==> config.mk <==
export PLATFORM = sky130hd
export DESIGN_NAME = register_file_sb
export DESIGN_NICKNAME = d
export VERILOG_FILES = /design/src/rtl/rf_pkg.sv /design/src/rtl/rf_scoreboard.sv /design/src/rtl/register_file_sb.sv
export SDC_FILE = /design/constraint.sdc
export NUM_CORES = 1
export LEC_CHECK = 0
export BUFFER_PORTS_ARGS = -buffer_cell sky130_fd_sc_hd__buf_2
export CAP_MARGIN = 20
export CORE_UTILIZATION = 58
export DETAILED_ROUTE_END_ITERATION = 8
export HOLD_SLACK_MARGIN = 0.02
export PLACE_DENSITY = 0.8
export SYNTH_ARGS = -nofsm -noshare
export SYNTH_HDL_FRONTEND = slang
export SYNTH_HIERARCHICAL = 1
export SYNTH_SLANG_ARGS = --single-unit
export TNS_END_PERCENT = 100
==> constraint.sdc <==
create_clock -name clk -period 6.3 [get_ports clk]
set_clock_uncertainty 0.2 [all_clocks]
set_input_delay 0.63 -clock clk [delete_from_list [all_inputs] [get_ports clk]]
set_output_delay 0.63 -clock clk [all_outputs]
set_load 0.05 [all_outputs]
==> src/rtl/rf_pkg.sv <==
// Shared constants for the scoreboarded register file: default sizes, depth helper and
// the encodings of the bypass / hard-wired-zero configuration parameters.
package rf_pkg;

    localparam int unsigned DefaultW  = 4;
    localparam int unsigned DefaultAw = 2;

    localparam int unsigned ModeBypassOff = 0;
    localparam int unsigned ModeBypassOn  = 1;
    localparam int unsigned ModeZeroOff   = 0;
    localparam int unsigned ModeZeroOn    = 1;

    // Number of registers addressed by an aw-bit address.
    function automatic int unsigned rf_depth(input int unsigned aw);
        return 32'd1 << aw;
    endfunction

endpackage

==> src/rtl/rf_scoreboard.sv <==
// Busy-bit scoreboard: issue sets a register's busy bit, write-back clears it, and a
// registered counter tracks how many bits are set.
module rf_scoreboard
    import rf_pkg::*;
#(
    parameter int unsigned AW      = DefaultAw,
    parameter int unsigned ZERO_R0 = ModeZeroOff,
    localparam int unsigned Depth  = rf_depth(AW)
) (
    input  logic             clk,
    input  logic             rst,
    input  logic             iss,
    input  logic [AW-1:0]    ia,
    input  logic             we,
    input  logic [AW-1:0]    wa,
    output logic [Depth-1:0] busy,
    output logic [AW:0]      busy_cnt
);

    logic [Depth-1:0] busy_q, busy_d;
    logic [Depth-1:0] set_vec, clr_vec;
    logic [AW:0]      cnt_q, cnt_d;
    logic             inc, dec;

    always_comb begin
        set_vec = '0;
        clr_vec = '0;
        if (iss && !((ZERO_R0 == ModeZeroOn) && (ia == '0))) begin
            set_vec[ia] = 1'b1;
        end
        if (we) begin
            clr_vec[wa] = 1'b1;
        end
        // Set overrides clear: a new producer supersedes the one completing.
        busy_d = (busy_q & ~clr_vec) | set_vec;
        // At most one set and one clear per cycle, so the count moves by one at most.
        inc    = |(set_vec & ~busy_q);
        dec    = |(clr_vec & busy_q & ~set_vec);
        case ({inc, dec})
            2'b10:   cnt_d = cnt_q + (AW+1)'(1);
            2'b01:   cnt_d = cnt_q - (AW+1)'(1);
            default: cnt_d = cnt_q;
        endcase
    end

    always_ff @(posedge clk or posedge rst) begin
        if (rst) begin
            busy_q <= '0;
            cnt_q  <= '0;
        end else begin
            busy_q <= busy_d;
            cnt_q  <= cnt_d;
        end
    end

    assign busy     = busy_q;
    assign busy_cnt = cnt_q;

endmodule

==> src/rtl/register_file_sb.sv <==
// Register file with one synchronous write port, two combinational read ports, optional
// write-to-read bypass, optional hard-wired-zero register 0 and a busy-bit scoreboard.
module register_file_sb
    import rf_pkg::*;
#(
    parameter int unsigned W       = DefaultW,
    parameter int unsigned AW      = DefaultAw,
    parameter int unsigned BYPASS  = ModeBypassOn,
    parameter int unsigned ZERO_R0 = ModeZeroOff
) (
    input  logic          clk,
    input  logic          rst,
    input  logic          we,
    input  logic [AW-1:0] wa,
    input  logic [W-1:0]  wd,
    input  logic [AW-1:0] ra1,
    input  logic [AW-1:0] ra2,
    output logic [W-1:0]  rd1,
    output logic [W-1:0]  rd2,
    output logic          busy1,
    output logic          busy2,
    input  logic          iss,
    input  logic [AW-1:0] ia,
    output logic [AW:0]   busy_cnt,
    output logic          idle
);

    localparam int unsigned Depth = rf_depth(AW);
    localparam bit BypassEn = (BYPASS == ModeBypassOn);
    localparam bit ZeroEn   = (ZERO_R0 == ModeZeroOn);

    logic [W-1:0]     regs_q [Depth];
    logic [Depth-1:0] busy;
    logic             wr_en;

    assign wr_en = we && !(ZeroEn && (wa == '0));

    always_ff @(posedge clk or posedge rst) begin
        if (rst) begin
            for (int i = 0; i < Depth; i++) begin
                regs_q[i] <= '0;
            end
        end else if (wr_en) begin
            regs_q[wa] <= wd;
        end
    end

    rf_scoreboard #(
        .AW      (AW),
        .ZERO_R0 (ZERO_R0)
    ) u_sb (
        .clk      (clk),
        .rst      (rst),
        .iss      (iss),
        .ia       (ia),
        .we       (we),
        .wa       (wa),
        .busy     (busy),
        .busy_cnt (busy_cnt)
    );

    // Two identical read ports; zero masking takes priority over bypass.
    logic [AW-1:0] ra    [2];
    logic [W-1:0]  rd    [2];
    logic          rbusy [2];

    assign ra[0] = ra1;
    assign ra[1] = ra2;

    for (genvar p = 0; p < 2; p++) begin : g_rd
        logic fwd;
        assign fwd = BypassEn && we && (wa == ra[p]);
        always_comb begin
            rd[p]    = fwd ? wd : regs_q[ra[p]];
            rbusy[p] = busy[ra[p]] && !fwd;
            if (ZeroEn && (ra[p] == '0)) begin
                rd[p]    = '0;
                rbusy[p] = 1'b0;
            end
        end
    end

    assign rd1   = rd[0];
    assign rd2   = rd[1];
    assign busy1 = rbusy[0];
    assign busy2 = rbusy[1];
    assign idle  = (busy_cnt == '0);

endmodule
==> results.py, run 1 <==
metrics = {
    "pwr": {
        "leakage_nw": 0.6985,
        "ir_worst_vdd_v": 0.0003442,
        "p_per_area_nw_per_um2": 334.0,
        "power_frac_comb_pct": 47.7,
        "clkPwrFrac_pct": 13.0,
        "seqPwrFrac_pct": 39.3,
        "switching_share_pct": 43.79,
        "p_int_mw": 0.3047,
        "p_total_mw": 0.5420,
        "p_sw_mw": 0.2374,
    },
    "detailed_routing": {
        "dr.first_iter.drc_count": 23,
        "vias_per_cell": 6.282,
        "drtAntennaViolNets": 0,
        "drc": 0,
        "avgRoutedWirePerCell_um": 18.40,
        "vias": 1024,
        "first_pass_iters": 4,
        "routed_wl_um": 3000,
    },
    "global_route": {
        "grt_pass1_wl_um": 4671,
        "grt-busiest-layer": "met2",
        "grt.met1_usage_pct": 35.60,
        "grt_overflow": 0,
        "grt_pass1_vias": 958,
        "use_met3_pct": 3.801,
        "antenna_found_initial": 0,
        "track_usage_pct": 24.28,
        "use_met2_pct": 37.61,
        "grt_max_degree": 17,
    },
    "place": {
        "io_buffers": 29,
        "gp_congestion": 0.8990,
        "dpl.hpwl_um": 2257,
        "preCtsSetupSlack_ns": 3.578,
    },
    "synthesis": {
        "yosysUniqueCellTypes": 26,
        "yosysWarnings": 6,
        "avgSynthCellArea_um2": 13.75,
        "yosysTopAreaCellShare_pct": 39.48,
        "syn_area_um2": 1458,
        "yosys-top-cells-area": "dfrtp_1 39%, mux2_2 19%, mux4_2 14%, mux4_1 3.6%, xnor2_1 3.6%",
        "ys_seq_elements": 23,
        "syn_nets": 124,
        "ys.flop_type": "dfrtp_1",
        "ys_seq_area_share_pct": 39.48,
        "yosysTopAreaCell": "dfrtp_1",
        "synth_edf_count": 0,
        "synth_commonest_cells": "25 x mux2_2, 23 x dfrtp_1, 9 x mux4_2",
        "async_reset_ff_share_pct": 100.0,
        "synth_most_common_cell": "mux2_2",
        "netlist_instances": 106,
    },
    "worst_setup_path": {
        "slowest_stage": "mux2_2",
        "required_ns": 5.47,
        "crit_fanout": 12,
        "worst-path-buf-inv": 2,
        "critPathMostFrequentCell": "buf_2",
        "worst_r2r_path_depth": 7,
        "timing.rr.start": "u_sb/busy[3]",
        "worstSetupStartpointType": "primary input",
        "worstSetupPathDepth": 5,
        "critPathLaunch": "wa[1]",
        "crit_type": "in2out",
        "endpoint_kind": "output port",
        "crit_family": "buffers and inverters",
        "arrival_ns": 1.87,
        "cpPeakStageDelay_ns": 0.38,
        "crit_chain": "buf_2 > xnor2_1 > nand3_1 > mux2_2 > buf_2",
    },
    "worst_hold_path": {
        "hold_class": "in2async",
    },
    "die": {
        "pin_count": 30,
        "coreArea_um2": 2297,
        "die_area_um2": 2718,
        "die_w_um": 52.13,
        "die_h_um": 52.13,
        "rows": 17,
        "start_util_pct": 63.45,
    },
    "cells_and_area": {
        "fin_nets": 154,
        "n_fill_cell": 178,
        "n_antenna_cell": 0,
        "layout-drive-gt1-share_pct": 51.85,
        "multi_input_comb_area_um2": 822.0,
        "regArea_um2": 575.6,
        "fin_util_pct": 70.64,
        "areaGrowthSynthToFinish_pct": 11.33,
    },
    "sta": {
        "period_minus_slack_ns": 2.700,
        "timing.hold.ws_ns": 0.05180,
        "slew_headroom_pct": 60.74,
        "final-max-slew-violation-count": 0,
        "rsz0062_at_grt": "no",
        "post-route-period-util_pct": 42.86,
        "fmax_mhz": 370.4,
        "setup_viol": 0,
        "finalHoldViolCount": 0,
        "worst_slack_ns": 3.600,
        "setup-tns-final_ns": 0,
        "worstMarginPinSlew_ns": 0.5883,
    },
    "clocking": {
        "cts_resized": 0,
        "path_clk_slew_ns": 0.13,
        "cts.sinks": 23,
        "post_cts_buffers": 0,
        "cts_hold_buf": 0,
        "h-tree-depth": 1,
        "cts_inserted_buffers": 3,
        "clk_latency_ns": 0.30,
        "cts_tree": "yes",
        "cts_buffer_depth": 2,
        "cts_root_buffer": "clkbuf_4",
    },
    "flow_run": {
        "drv_cap": 0,
    },
    "run_status": {
        "status": "finished clean",
    },
}
metrics by stage:
| stage | instances | cell area, um^2 |
|---|---|---|
| after floorplan | 106 | 1458 |
| after global placement | 159 | 1593 |
| after detailed placement | 159 | 1593 |
| after CTS | 163 | 1623 |
| after global routing | 163 | 1623 |
| final | 163 | 1623 |
sequential cells by signal, indices dropped and copies added, names as in the netlist:
name	flops
u_sb/busy	4
u_sb/busy_cnt	3
regs_q	16
power groups by stage:
stage          Clock [mW]  Sequential (mW)  Combinational, mW
3_3_place_gp            0            0.213              0.252
2_1_floorplan           0            0.242              0.174
3_5_place_dp            0            0.216              0.259
5_1_grt            0.0788            0.217              0.272
6_report           0.0705            0.213              0.258
4_1_cts            0.0715            0.213              0.260
worst paths after layout:
path | slack (ns) | to
worst max-delay path | 3.60 | rd1[0]
worst min-delay path | 0.05 | u_sb/busy_cnt[0]
worst max register to register | 3.97 | u_sb/busy_cnt[2]
worst min register to register | 0.31 | u_sb/busy_cnt[2]
max in group asynchronous | 5.35 | regs_q[4]
min in group clk | 0.31 | u_sb/busy_cnt[2]
kinds of logic after synthesis:
logic type | after synthesis | synth area share (%)
adder cells (fa/ha/maj) | 2 | 2.232
AND/OR/NAND/NOR | 23 | 9.355
AO/OA/AOI/OAI | 7 | 3.777
flip-flops | 23 | 39.48
buffers and inverters | 8 | 4.120
multiplexers | 36 | 36.82
XOR/XNOR | 7 | 4.206
layout make-up:
cell class	count	share of cell area [%]
Timing Repair Buffer	29	8.944
Inverter	4	0.9252
Clock buffer	3	1.388
Sequential cell	23	35.47
Clock inverter	1	0.4626
Tap cell	28	2.159
Multi-Input combinational cell	75	50.66
routing by layer:
| metal | wire length (um) | share of wire [%] | vias up |
|---|---|---|---|
| li1 | - | - | 461 |
| met1 | 1279 | 43 | 513 |
| met2 | 1490 | 50 | 48 |
| met3 | 207 | 6.9 | 2 |
| met4 | 23 | 0.77 | 0 |
| met5 | 0 | 0 | - |
cell usage in the layout, fill, tap and decap left out, types with 2 or more instances in the layout:
master / Yosys / routed
nand2b_1: 2 / 2
mux2_2: 25 / 25
nand3b_1: 4 / 4
mux4_1: 2 / 2
inv_1: 4 / 4
buf_2: 0 / 29
o211ai_1: 2 / 2
clkbuf_4: 0 / 3
nand3_1: 5 / 5
xnor2_1: 6 / 6
nor2b_1: 2 / 2
dfrtp_1: 23 / 23
and2_1: 2 / 2
nand2_1: 4 / 4
mux4_2: 9 / 9
(Power assumes the default switching activity.)
==> inputs of run 2 (changes only) <==
Settings changed: CORE_UTILIZATION 58 to 49, PLACE_DENSITY 0.8 to 0.71.
Clock period 6.3 ns to 2.48 ns, I/O delays scaled along.
==> results.py, run 2 (synthesis gave the netlist of run 1 again) <==
metrics = {
    "global_route": {
        "track_usage_pct": 19.20,
        "grt_max_degree": 17,
        "use_met2_pct": 30.92,
        "grt_overflow": 0,
        "grt-busiest-layer": "met2",
        "grt_pass1_vias": 992,
        "grt_pass1_wl_um": 4678,
        "use_met3_pct": 2.765,
        "grt.met1_usage_pct": 26.96,
        "antenna_found_initial": 0,
    },
    "pwr": {
        "p_per_area_nw_per_um2": 822.2,
        "leakage_nw": 0.7079,
        "ir_worst_vdd_v": 0.0005442,
    },
    "place": {
        "gp_congestion": 0.8209,
        "place_area_um2": 1597,
        "preCtsSetupSlack_ns": 0.1125,
        "dpl.hpwl_um": 2152,
        "io_buffers": 29,
    },
    "die": {
        "die_h_um": 56.54,
        "pin_count": 30,
        "start_util_pct": 52.41,
        "rows": 19,
        "die_area_um2": 3197,
        "coreArea_um2": 2781,
        "die_w_um": 56.54,
    },
    "run_status": {
        "status": "finished clean",
    },
    "detailed_routing": {
        "vias": 983,
        "vias_per_cell": 5.851,
        "avgRoutedWirePerCell_um": 16.33,
        "first_pass_iters": 4,
        "drc": 0,
        "dr.first_iter.drc_count": 21,
        "drtAntennaViolNets": 0,
        "routed_wl_um": 2743,
    },
    "sta": {
        "worstMarginPinSlew_ns": 0.6184,
        "finalHoldViolCount": 0,
        "final-max-slew-violation-count": 0,
        "slew_headroom_pct": 58.73,
        "rsz0062_at_grt": "no",
        "setup-tns-final_ns": 0,
        "worst_slack_ns": 0.1393,
        "fmax_mhz": 427.2,
        "period_minus_slack_ns": 2.341,
        "post-route-period-util_pct": 94.38,
        "setup_viol": 0,
    },
    "cells_and_area": {
        "largest_reg_flops": 16,
        "n_antenna_cell": 0,
        "finalInstanceArea_um2": 1643,
        "layout-drive-gt1-share_pct": 50.36,
        "layout_common_cells": "29 x buf_2, 25 x mux2_2, 23 x dfrtp_1, 9 x mux4_2, 6 x xnor2_1",
        "fin_nets": 156,
        "top_register": "regs_q",
        "final_common_cell": "buf_2",
        "areaGrowthSynthToFinish_pct": 12.70,
    },
    "clocking": {
        "cts_root_buffer": "clkbuf_4",
        "cts_tree": "yes",
        "h-tree-depth": 1,
        "cts_buffer_depth": 2,
        "cts_inserted_buffers": 3,
        "cts.sinks": 23,
        "clk_latency_ns": 0.30,
        "path_clk_slew_ns": 0.12,
    },
    "worst_hold_path": {
        "holdPathEnd": "u_sb/busy[3]",
        "hold_path_depth": 3,
        "min_from": "iss",
        "hold_class": "in2reg",
    },
    "worst_setup_path": {
        "r2r-end": "u_sb/busy_cnt[2]",
        "arrival_ns": 2.38,
        "crit_type": "reg2reg",
        "required_ns": 2.52,
        "crit_fanout": 5,
        "worstSetupStartpointType": "flip-flop",
        "worst_r2r_path_depth": 7,
        "ff2ff_setup_slack_ns": 0.14,
        "critPathLaunch": "u_sb/busy[3]",
        "endpoint_kind": "flip-flop",
        "timing.rr.start": "u_sb/busy[3]",
    },
    "flow_run": {
        "drv_cap": 0,
    },
}
run 2: changes by cell type in the layout (fill, tap and decap cells not counted), sizes merged:
cell | previous run | this run
clkbuf | 3 | 4
clkinvlp | 1 | 0
dlygate4sd3 | 0 | 2
run 2: worst max-delay path, stage by stage (launching register included):
cell      delay (ns)
dfrtp_1         0.44
mux4_2          0.47
nand2b_1        0.17
ha_1            0.22
fa_1            0.39
xnor2_1         0.13
nor2_1          0.11
xor2_1          0.15
run 2: repair_timing:
item,in CTS,in global routing
hold endpoints to repair,24,0
setup buffers,0,0
gates resized for setup,0,0
hold buffers,2,0
run 2: area by class of cell:
type,count,area (um^2)
Inverter,4,15.01
Clock buffer,4,26.28
Tap cell,31,38.79
Timing Repair Buffer,31,165.2
Sequential cell,23,575.6
Fill cell,248,1139
Multi-Input combinational cell,75,822.0
run 2: worst max-delay path by stage:
stage                       end  cells past startpoint
2_1_floorplan  u_sb/busy_cnt[2]                      7
3_3_place_gp   u_sb/busy_cnt[2]                      8
3_5_place_dp   u_sb/busy_cnt[2]                      8
4_1_cts        u_sb/busy_cnt[2]                      7
5_1_grt        u_sb/busy_cnt[2]                      7
6_report       u_sb/busy_cnt[2]                      7
run 2: report_power, final:
group          internal [mW]  switching [mW]
Combinational          0.250           0.395
Clock                 0.0627           0.105
Sequential             0.461          0.0767
Total                  0.774           0.576
run 2: through the flow:
step	cells	util, %	power, mW	hold slack (ns)
final	168	59.06	1.351	0.03354
after detailed placement	162	57.40	1.194	0.01199
after global placement	162	57.40	1.174	0.002629
after CTS	168	59.06	1.366	0.02626
after floorplan	106	-	1.056	-0.1486
after global routing	168	59.06	1.427	0.04828
run 2: layer usage:
| layer | vias to the layer above | wire [um] |
|---|---|---|
| met5 | - | 0 |
| met4 | 0 | 17 |
| met1 | 488 | 1252 |
| li1 | 464 | - |
| met3 | 2 | 121 |
| met2 | 29 | 1352 |
==> inputs of run 3 (changes only) <==
Settings changed: CORE_MARGIN from default to 2, CTS_CLUSTER_DIAMETER from default to 100.
==> results.py, run 3 (synthesis gave the netlist of run 1 again) <==
metrics = {
    "run_status": {
        "status": "finished clean",
    },
    "worst_setup_path": {
        "arrival_ns": 2.33,
        "r2r-end": "u_sb/busy_cnt[2]",
        "worstSetupStartpointType": "flip-flop",
        "worst_r2r_path_depth": 7,
        "crit_fanout": 5,
        "ff2ff_setup_slack_ns": 0.15,
        "endpoint_kind": "flip-flop",
        "crit_type": "reg2reg",
        "timing.rr.start": "u_sb/busy[0]",
        "required_ns": 2.48,
    },
    "clocking": {
        "cts_tree": "yes",
        "cts_inserted_buffers": 3,
        "post_cts_buffers": 0,
        "cts_buffer_depth": 2,
        "cts_root_buffer": "clkbuf_4",
        "h-tree-depth": 1,
        "clk_latency_ns": 0.30,
        "path_clk_slew_ns": 0.11,
        "cts.sinks": 23,
    },
    "sta": {
        "setup_viol": 0,
        "fmax_mhz": 428.5,
        "period_minus_slack_ns": 2.334,
        "finalHoldViolCount": 0,
        "worstMarginPinSlew_ns": 0.5956,
        "slew_headroom_pct": 60.25,
        "worst_slack_ns": 0.1462,
        "post-route-period-util_pct": 94.10,
        "final-max-slew-violation-count": 0,
        "rsz0062_at_grt": "no",
        "timing.hold.ws_ns": 0.03825,
        "setup-tns-final_ns": 0,
    },
    "detailed_routing": {
        "dr.first_iter.drc_count": 23,
        "vias_per_cell": 5.994,
        "drc": 0,
        "vias": 1001,
        "drtAntennaViolNets": 0,
        "routed_wl_um": 2966,
        "first_pass_iters": 4,
        "avgRoutedWirePerCell_um": 17.76,
    },
    "die": {
        "start_util_pct": 52.41,
        "pin_count": 30,
        "rows": 19,
        "die_w_um": 58.54,
        "coreArea_um2": 2781,
        "die_h_um": 58.54,
        "die_area_um2": 3427,
    },
    "worst_hold_path": {
        "hold_path_depth": 2,
        "hold_class": "in2reg",
        "holdPathEnd": "regs_q[6]",
        "min_from": "wd[2]",
    },
    "pwr": {
        "ir_worst_vdd_v": 0.0005717,
        "leakage_nw": 0.7088,
        "p_per_area_nw_per_um2": 830.6,
    },
    "place": {
        "dpl.hpwl_um": 2232,
        "io_buffers": 29,
        "gp_congestion": 0.8286,
        "preCtsSetupSlack_ns": 0.09090,
    },
    "cells_and_area": {
        "fin_nets": 155,
        "largest_reg_flops": 16,
        "n_antenna_cell": 0,
        "areaGrowthSynthToFinish_pct": 12.70,
        "layout-drive-gt1-share_pct": 52.21,
        "top_register": "regs_q",
        "final_common_cell": "buf_2",
        "layout_common_cells": "29 x buf_2, 25 x mux2_2, 23 x dfrtp_1, 9 x mux4_2, 6 x xnor2_1",
        "n_fill_cell": 230,
    },
    "global_route": {
        "grt_pass1_vias": 980,
        "antenna_found_initial": 0,
        "grt_max_degree": 17,
        "grt_pass1_wl_um": 4685,
        "grt_overflow": 0,
        "track_usage_pct": 18.76,
    },
    "flow_run": {
        "drv_cap": 0,
    },
}
run 3: cell count changes in the layout (fill, tap and decap cells not counted):
cell	previous run	this run
nand2b_1	2	1
ha_2	0	1
nand2b_4	0	1
dlygate4sd3_1	2	1
ha_1	1	0
run 3: final cells by class:
class / instances / area [um^2] / share of cell area (%)
Timing Repair Buffer: 30 / 155.1 / 9.444
Multi-Input combinational cell: 75 / 832.0 / 50.65
Clock buffer: 4 / 26.28 / 1.599
Inverter: 4 / 15.01 / 0.9139
Sequential cell: 23 / 575.6 / 35.03
Tap cell: 31 / 38.79 / 2.361
run 3: how the worst max path moves through the flow:
stage	from	to	slack [ns]	depth (start not counted)
after global routing	u_sb/busy[0]	u_sb/busy_cnt[2]	0.003	7
after detailed placement	ia[1]	u_sb/busy_cnt[2]	0.09	8
final	u_sb/busy[0]	u_sb/busy_cnt[2]	0.15	7
after CTS	u_sb/busy[3]	u_sb/busy_cnt[2]	0.12	7
after floorplan	u_sb/busy[3]	u_sb/busy_cnt[2]	0.26	7
after global placement	ia[1]	u_sb/busy_cnt[2]	0.18	8
run 3: repair_timing:
item / CTS / global route
hold buffers: 1 / 0
endpoints found under the setup margin: 0 / 1
resized for setup: 0 / 2
endpoints found under the hold margin: 23 / 0
run 3: where the power goes:
part	switching, mW	leakage [nW]	internal, mW
logic	0.401	0.423	0.255
clock network	0.103	0.0150	0.0627
registers	0.0809	0.271	0.461
run 3: metal layers:
layer	track usage [%]	up-vias	wire (um)
met5	0	-	0
met4	7.973	0	40
met3	1.978	4	103
met2	30.02	29	1453
met1	26.22	500	1369
li1	-	468	-
run 3: stage by stage:
stage	std cells	utilization (%)	instance area (um^2)	power, mW
after floorplan	106	-	1458	1.056
after global placement	162	57.40	1597	1.175
after detailed placement	162	57.40	1597	1.200
after CTS	167	58.70	1633	1.371
after global routing	167	59.06	1643	1.447
final	167	59.06	1643	1.364
run 3: critical path, cell delays in order (launching register included):
cell	delay [ns]
dfrtp_1	0.45
mux4_2	0.48
nand2b_4	0.15
ha_2	0.18
fa_1	0.38
xnor2_1	0.15
nor2_1	0.07
xor2_1	0.16
